File: src/rtl/rv64g_launch_scheduler.sv
// Launch-path issue scheduler: fixed-priority slot grant, register-lock scoreboard, one-deep launch stage.
// Optional macro RV64G_LAUNCH_WB_BYPASS_EN lets same-cycle writeback releases unblock eligibility.

package rv64g_pkg;
    localparam int unsigned NUM_OUTSTANDING = 2;
    localparam int unsigned NUM_REGS        = 32;
endpackage

module rv64g_launch_scheduler #(
    parameter int unsigned NS = rv64g_pkg::NUM_OUTSTANDING + 1,
    parameter int unsigned NR = rv64g_pkg::NUM_REGS,
    parameter int unsigned IW = $clog2(NS)
) (
    input  logic                   clk_i,
    input  logic                   arst_ni,
    input  logic                   clear_i,
    input  logic [NS-1:0]          slot_valid_i,
    output logic [NS-1:0]          slot_ready_o,
    input  logic [NS-1:0]          slot_jump_i,
    input  logic [NS-1:0][NR-1:0]  slot_reg_req_i,
    input  logic [NS-1:0][NR-1:0]  slot_rd_i,
    input  logic [NR-1:0]          wb_release_i,
    output logic [NR-1:0]          locks_o,
    output logic [IW-1:0]          launch_idx_o,
    output logic                   launch_valid_o,
    input  logic                   launch_ready_i
);

    // Register 0 is hardwired and never participates in locking.
    localparam logic [NR-1:0] REG_MASK = ~NR'(1);

    logic [NR-1:0] locks_q;
    logic          out_valid_q;
    logic [IW-1:0] out_idx_q;

    logic [NR-1:0] eff_locks;
    logic          out_free;
    logic [NS-1:0] grant;
    logic [IW-1:0] grant_idx;
    logic [NR-1:0] grant_rd;
    logic          launch;
    logic          older_jump;
    logic [NR-1:0] older_req;
    logic          found;

`ifdef RV64G_LAUNCH_WB_BYPASS_EN
    assign eff_locks = locks_q & ~wb_release_i;
`else
    assign eff_locks = locks_q;
`endif

    assign out_free = ~out_valid_q | launch_ready_i;

    // Oldest-first scan; older valid slots block younger ones on jumps and shared registers.
    always_comb begin
        grant      = '0;
        grant_idx  = '0;
        grant_rd   = '0;
        found      = 1'b0;
        older_jump = 1'b0;
        older_req  = '0;
        for (int i = 0; i < NS; i++) begin
            if (slot_valid_i[i] && !older_jump && !found && out_free && !clear_i
                && ((slot_reg_req_i[i] & eff_locks & REG_MASK) == '0)
                && ((slot_reg_req_i[i] & older_req) == '0)) begin
                grant[i]  = 1'b1;
                grant_idx = IW'(i);
                grant_rd  = slot_rd_i[i];
                found     = 1'b1;
            end
            if (slot_valid_i[i]) begin
                older_jump = older_jump | slot_jump_i[i];
                older_req  = older_req | slot_reg_req_i[i];
            end
        end
    end

    assign launch = |grant;

    // Launch stage and lock scoreboard; a set beats a release on the same bit.
    always_ff @(posedge clk_i or negedge arst_ni) begin
        if (!arst_ni) begin
            locks_q     <= '0;
            out_valid_q <= 1'b0;
            out_idx_q   <= '0;
        end else if (clear_i) begin
            locks_q     <= '0;
            out_valid_q <= 1'b0;
        end else if (launch) begin
            locks_q     <= (locks_q & ~wb_release_i) | (grant_rd & REG_MASK);
            out_valid_q <= 1'b1;
            out_idx_q   <= grant_idx;
        end else begin
            locks_q <= locks_q & ~wb_release_i;
            if (launch_ready_i && out_valid_q) begin
                out_valid_q <= 1'b0;
            end
        end
    end

    assign slot_ready_o   = grant;
    assign locks_o        = locks_q;
    assign launch_idx_o   = out_idx_q;
    assign launch_valid_o = out_valid_q;

endmodule

File: config.mk
export PLATFORM = sky130hd
export DESIGN_NAME = rv64g_launch_scheduler
export DESIGN_NICKNAME = d
export VERILOG_FILES = /design/src/rtl/rv64g_launch_scheduler.sv
export SDC_FILE = /design/constraint.sdc
export NUM_CORES = 1
export LEC_CHECK = 0
export BUFFER_PORTS_ARGS = -buffer_cell sky130_fd_sc_hd__buf_2
export CAP_MARGIN = 20
export CORE_ASPECT_RATIO = 1.2
export CORE_MARGIN = 2
export CORE_UTILIZATION = 25
export DETAILED_ROUTE_END_ITERATION = 12
export PLACE_DENSITY_LB_ADDON = 0.2
export SYNTH_ARGS = -nofsm -noshare
export SYNTH_HDL_FRONTEND = slang
export SYNTH_SLANG_ARGS = --single-unit
export TNS_END_PERCENT = 1
File: constraint.sdc
create_clock -name clk_i -period 2.9 [get_ports clk_i]
set_input_delay 0.145 -clock clk_i [delete_from_list [all_inputs] [get_ports clk_i]]
set_output_delay 0.145 -clock clk_i [all_outputs]
set_load 0.005 [all_outputs]
==> impl_summary.txt, run 1 <==
----------------------------------------------------
[Routing]
  Residual DRC count ... 0
  Total detailed-routing wirelength ... 18.3 mm
  Length of the first detailed-routing pass in iterations ... 5
  Iteration-0 DRC Markers ... 210
  Via count of the routed design ... 4466
  Drt wl/cell ... 22.8 um
  Post-route antenna net violation count ... 0
  Post-detailed-route via-to-cell ratio ... 5.58

[Timing]
  Achievable Freq ... 364 MHz
  Time the worst path needs with I/O delays and setup ... 2750 ps
  Setup repair after global routing missed its margin ... false
  Slew at the pin closest to its max-slew limit ... 839 ps
  Fin crit share ... 94.8%
  Setup TNS Final ... 0 ps
  Final number of hold-violating endpoints ... 0
  Number of max-slew violations in the final report ... 0
  Finish-stage setup viols ... 0
  Max-slew headroom ... 44.1%
  Worst clock skew ... 5.60 ps

[Synth]
  Simple-gate area share of the yosys netlist ... 17.2%
  Share of Yosys cell area claimed by the top area cell type ... 27.3%
  Top area cells in the synthesized netlist ... dfrtp_1, a22o_1, a22oi_1
  Post-synth EDFFs ... 0
  Fraction of the mapped netlist area in compound gates ... 48.8%
  Cell with the most instances after synthesis ... a22o_1
  Top cells by instance count after synthesis ... a22o_1, a22oi_1, a21oi_1, dfrtp_1
  Xor and xnor fraction of the mapped netlist area ... 0%
  Average size of a mapped cell ... 8.78 um2
  Library cells used by synthesis ... 30
  Synth async-reset ratio ... 100%
  Post-synthesis share of cell area spent on full adders, half adders and majority gates ... 0%
  Sequential-to-total area share from yosys stat ... 27.3%
  Post-Synthesis Cell Area ... 3200 um2
  Total nets after synthesis ... 599
  Yosys warnings ... 0
  Combinational family with the most area after synthesis ... compound AO/OA/AOI/OAI gates
  Number of synthesized register bits ... 35
  Dominant cell type by area after synthesis ... dfrtp_1
  Most frequently used flop master after synthesis ... dfrtp_1
  Post-synthesis mux area share ... 0%
  Count of mapped cells out of synthesis ... 365

[Critical path]
  Crit end category ... output port
  Critical path class ... reg -> out
  Required arrival time at the worst endpoint ... 2760 ps
  Arrival time of data at the critical path endpoint ... 2600 ps
  Type of origin of the critical path ... register
  Maximum net fanout on the critical path ... 20

[Layout]
  Area grow syn2layout ... 55.0%
  Multi-input combinational cell area ... 2140 um2
  Storage cell area ... 876 um2
  Proportion of layout cells with a drive suffix above 1 ... 49.8%
  Number of fill cells ... 1358
  Number of nets in the finished design ... 870
  Antenna diodes ... 0
  Final instance area ... 4970 um2

[Clock tree]
  TritonCTS Buffers ... 5
  Clock transition at the register clock pins on the worst setup and hold paths after CTS ... 50 ps
  Number of levels the H-tree was split into ... 2
  TritonCTS clock tree ... yes
  Clk sinks ... 35
  Insertion delay of the later-clocked pin in the worst-skew pair ... 290 ps
  Maximum buffer depth of the clock tree ... 2
  Root Buffer Master ... clkbuf_16

[Job]
  Number of max-capacitance violations reported ... 0

[Floorplanning]
  Area of the die ... 13700 um2
  Top Ports ... 272
  Row count ... 45
  Die width ... 107 um
  Starting utilization of the core area ... 25.4%
  Floorplan die height ... 128 um
  Core Region ... 12600 um2

[Place]
  Global placer's final weighted congestion ... 0.912
  Dpl cell area ... 4780 um2
  I/O Buffers ... 267
  HPWL after detailed placement ... 15.5 mm

[Pwr]
  Worst-case vdd ir drop ... 0.000200 V
  Leakage ... 2.66 nW
  Power per standard cell area ... 576 nW/um2

[Global routing]
  Final global-route overflow total ... 0
  Met3 layer usage reported by global route ... 4.02%
  Antenna violations before repair ... 0
  Number of global-route vias before repair ... 4527
  Aggregate global-route resource usage ... 25.7%
  Global-route wire length before repair ... 26.4 mm
  Met2 capacity usage during global routing ... 45.0%
  Met1 demand-to-capacity share in global routing ... 32.2%
  Busiest grt layer ... met2
  Pin count of the biggest net entering global routing ... 36

[Outcome]
  Run status ... completed

[Worst hold path]
  Classification of the worst-slack hold path ... in -> reg

----------------------------------------------------
cell usage in the layout, fill, tap and decap left out, types with 3 or more instances in the layout:
master,netlist,final
dfrtp_1,35,35
a21oi_1,48,48
inv_1,17,17
nor2_1,7,7
a21o_1,16,16
nand3_1,7,7
nand2_1,8,8
or4b_1,17,17
buf_4,2,20
a22oi_1,55,55
buf_2,8,267
nand4_1,14,14
clkbuf_16,0,5
a22o_1,59,59
a221oi_1,10,9
nor3b_1,15,15
a21bo_2,14,14
nor3_1,3,3
final timing paths:
check                           startpoint         endpoint  slack (ps)  cells past startpoint
hold reg to reg            launch_idx_o[0]  launch_idx_o[0]         510                      1
setup reg to reg               locks_o[16]       locks_o[3]         330                      8
hold / removal               slot_rd_i[76]      locks_o[12]          60                      2
setup / recovery               locks_o[16]  slot_ready_o[2]         150                      9
min in group asynchronous          arst_ni      locks_o[11]         490                      2
max in group asynchronous          arst_ni       locks_o[7]        1860                      2
per-stage QoR:
stage / worst slack (ps) / total power, W / cells / utilization (%) / hold slack, ps
after global placement: 262 / 0.00230 / 790 / 37.9 / 283
after global routing: 2.85 / 0.00305 / 801 / 39.4 / 65.7
after detailed placement: 256 / 0.00231 / 790 / 37.9 / 286
after floorplan: 692 / 0.00154 / 365 / - / -151
after CTS: 19.7 / 0.00286 / 800 / 39.2 / 52.0
final: 151 / 0.00286 / 801 / 39.4 / 56.0
power by group:
| group | internal, W | total [W] | switching [W] | leakage [nW] |
|---|---|---|---|---|
| logic | 0.000746 | 0.00150 | 0.000757 | 2.12 |
| clock network | 0.000317 | 0.000532 | 0.000215 | 0.0669 |
| registers | 0.000612 | 0.000825 | 0.000213 | 0.481 |
worst max-delay path, cell delays in order (launching register included):
cell	delay [ps]
dfrtp_1	450
a22o_1	230
a221oi_1	250
nand4_1	200
nor4_4	380
nand3_1	120
buf_4	210
nor3_2	140
buf_6	190
buf_2	130
sequential cells by signal (all words and copies together), names as in the netlist:
signal          count
launch_idx_o        2
launch_valid_o      1
locks_o            32
layout make-up:
type	instances	share of cell area (%)
inverters	17	1.28
multi-input cells	286	43.1
flip-flops and latches	35	17.6
clock buffers	6	2.59
well taps	164	4.13
clock inverters	2	0.252
repair buffers	291	31.0
routing by layer:
metal  vias up  share of wire, %
li1       2043                 -
met1      2173                41
met2       225                50
met3        25               6.7
met4         0               2.5
met5         -                 0
logic make-up after synthesis:
logic type,Yosys count
buffers and inverters,44
AO/OA/AOI/OAI,207
flip-flops,35
AND/OR/NAND/NOR,79
timing repair:
action,CTS,global route
resized for setup,0,3
endpoints found under the hold margin,36,0
setup endpoints to repair,0,1
setup buffers,0,1
hold buffers,2,0
Power figures use the tool's default switching activity.
==> run 2: changes to the inputs <==
- REMOVE_ABC_BUFFERS: unset -> 1
==> run 2 against run 1 <==
Compared with the run above:
- the flow now finishes with violations (negative hold slack)
- utilization decreased by 0.51 points
- sequential power rose by 1%
- final area shrank 1.3%
- register-to-register slack better by 60 ps
- clock power increased by 9.4%
- count of clock-buffer cells in the layout increased by 2
- routed wire length decreased by 2.5%
- total power is 1.3% lower
- worst hold slack worse by 91 ps
- non-clock buffer count decreased by 11
- clock skew is 1.3 ps lower
- largest cell class unchanged
- critical path depth shrank 2
- highest routed layer unchanged
==> impl_summary.txt, run 2 (synthesis results as in run 1) <==
----------------------------------------------------
[Outcome]
  Run status ... complete, but fails checks
  Violations in the final reports ... negative hold slack

[Floorplanning]
  Row count ... 45 (unchanged)
  Core Region ... 12600 um2 (unchanged)
  Floorplan die height ... 128 um (unchanged)
  Die width ... 107 um (unchanged)
  Area of the die ... 13700 um2 (unchanged)
  Top Ports ... 272 (unchanged)
  Starting utilization of the core area ... 25.4% (unchanged)

[Routing]
  Post-detailed-route via-to-cell ratio ... 5.53 (-0.76%)
  Drt wl/cell ... 22.6 um (-1.1%)
  Iteration-0 DRC Markers ... 302 (+44%)
  Length of the first detailed-routing pass in iterations ... 5 (unchanged)
  Post-route antenna net violation count ... 0 (unchanged)
  Via count of the routed design ... 4371 (-2.1%)
  Residual DRC count ... 0 (unchanged)
  Total detailed-routing wirelength ... 17.8 mm (-2.5%)

[Critical path]
  Required arrival time at the worst endpoint ... 2760 ps (about the same)
  Critical path class ... reg -> out
  Crit end category ... output port
  Arrival time of data at the critical path endpoint ... 2580 ps (-20 ps)
  Worst-case register-to-register setup slack ... 390 ps (+60 ps)
  Worst Reg-to-Reg Cells ... 8 (unchanged)
  End of the worst register-to-register path ... locks_o[1]
  Maximum net fanout on the critical path ... 20 (unchanged)
  Type of origin of the critical path ... register
  Launch instance of the worst register-to-register path ... locks_o[18]

[Pwr]
  Leakage ... 2.62 nW (-1.6%)
  Switching Share ... 40.6% (-0.81 points)
  Worst-case vdd ir drop ... 0.000241 V (+20%)
  Relative contribution of the clock network to total power ... 20.6% (+2.0 points)
  Net Switching ... 0.00115 W (-3.2%)
  Power per standard cell area ... 576 nW/um2 (about the same)
  Sequential cell fraction of total power ... 29.6% (+0.8 points)
  Internal Pwr Total ... 0.00168 W (about the same)
  Fraction of power consumed by combinational cells ... 49.7% (-2.8 points)

[Layout]
  Number of fill cells ... 1362 (+0.29%)
  Number of nets in the finished design ... 859 (-1.3%)
  Fraction of the core area covered by cells at the end of the flow ... 38.9% (-0.51 points)
  Area grow syn2layout ... 53.0%
  Antenna diodes ... 0 (unchanged)
  Proportion of layout cells with a drive suffix above 1 ... 49.8% (+0.076 points)
  Final instance area ... 4900 um2 (-1.3%)
  Leading cell types in the layout, fill and taps excluded ... buf_2, a22o_1, a22oi_1
  Number of flip-flops under the largest register name ... 32 (unchanged)
  Commonest non-fill, non-tap cell in the layout ... buf_2

[Clock tree]
  Post-cts sizing count ... 0 (unchanged)
  TritonCTS clock tree ... yes
  Clock transition at the register clock pins on the worst setup and hold paths after CTS ... 60 ps (about the same)
  Maximum buffer depth of the clock tree ... 2 (unchanged)
  Root Buffer Master ... clkbuf_16
  TritonCTS Buffers ... 5 (unchanged)
  Clk sinks ... 35 (unchanged)
  Number of buffers inserted by post-CTS setup repair ... 0 (unchanged)
  Hold buffers post-CTS ... 0 (-2)
  Insertion delay of the later-clocked pin in the worst-skew pair ... 290 ps (about the same)
  Number of levels the H-tree was split into ... 2 (unchanged)

[Global routing]
  Pin count of the biggest net entering global routing ... 36 (unchanged)
  Aggregate global-route resource usage ... 25.0% (-0.70 points)
  Global-route wire length before repair ... 25.6 mm (-2.8%)
  Antenna violations before repair ... 1 (+1)
  Final global-route overflow total ... 0 (unchanged)
  Number of global-route vias before repair ... 4423 (-2.3%)

[Timing]
  Number of max-slew violations in the final report ... 0 (unchanged)
  Finish-stage setup viols ... 0 (unchanged)
  Max-slew headroom ... 43.7% (-0.42 points)
  Worst clock skew ... 4.29 ps (-1.32 ps)
  Final Hold Slack ... -34.7 ps (-90.7 ps)
  Setup repair after global routing missed its margin ... false
  Setup TNS Final ... 0 ps (unchanged)
  Achievable Freq ... 367 MHz (+0.99%)
  Time the worst path needs with I/O delays and setup ... 2720 ps (-26.9 ps)
  Slew at the pin closest to its max-slew limit ... 845 ps (+6.36 ps)
  Fin crit share ... 93.9% (-0.93 points)
  Final number of hold-violating endpoints ... 35 (+35)

[Place]
  Dpl cell area ... 4720 um2 (-1.2%)
  HPWL after detailed placement ... 14.6 mm (-5.5%)
  I/O Buffers ... 267 (unchanged)
  Global placer's final weighted congestion ... 0.903 (-1.0%)

[Job]
  Number of max-capacitance violations reported ... 0 (unchanged)

[Worst hold path]
  Classification of the worst-slack hold path ... in -> async

----------------------------------------------------
## run 2: cell count changes in the layout (fill, tap and decap cells not counted), moves of 2 or more
cell           before  now
a221oi_1            9    6
a221oi_2            1    4
buf_4              20   12
clkbuf_8            0    2
dlygate4sd3_1       2    0
## run 2: worst max-delay path, cell delays in order, from the launching register on
cell,delay (ps)
dfrtp_1,470
a22oi_1,300
nand4_1,130
nor2_1,360
and3_2,460
buf_4,330
nor3_1,90
buf_2,150
## run 2: worst max-delay path by stage
stage	cells after the start	slack, ps	endpoint	startpoint
2_1_floorplan	7	360	locks_o[10]	slot_reg_req_i[44]
3_3_place_gp	8	400	locks_o[30]	locks_o[18]
3_5_place_dp	8	350	locks_o[1]	locks_o[18]
4_1_cts	9	80	slot_ready_o[2]	locks_o[18]
5_1_grt	9	2	slot_ready_o[2]	locks_o[26]
6_report	7	180	slot_ready_o[1]	locks_o[10]
## run 2: cell type report
type                            instances  area (um2)  area share (%)
Multi-Input combinational cell        286        2160            44.0
Timing Repair Buffer                  280        1450            29.5
Sequential cell                        35         876            17.9
Tap cell                              164         205            4.18
Clock buffer                            8         156            3.19
Inverter                               17        63.8            1.30
## run 2: stage by stage
step | std cells | hold WS (ps) | power (W) | setup slack, ps
floorplan | 338 | -151 | 0.00149 | 359
detailed placement | 782 | 316 | 0.00223 | 347
finish | 790 | -34.7 | 0.00282 | 178
CTS | 790 | 9.21 | 0.00283 | 83.0
global route | 790 | 13.0 | 0.00301 | 2.21
global placement | 782 | 300 | 0.00221 | 401
## run 2: power groups by stage
stage | clock [W] | sequential (W) | combinational, W
final | 0.000582 | 0.000837 | 0.00140
after global routing | 0.000619 | 0.000857 | 0.00153
after CTS | 0.000602 | 0.000830 | 0.00140
after detailed placement | 0 | 0.000838 | 0.00139
after global placement | 0 | 0.000835 | 0.00137
after floorplan | 0 | 0.000755 | 0.000735
## run 2: per-layer routing
layer	track usage, %	wire length (um)
met1	29.7	6960
met2	45.1	9020
met3	5.54	1460
met4	7.09	388
met5	0	0
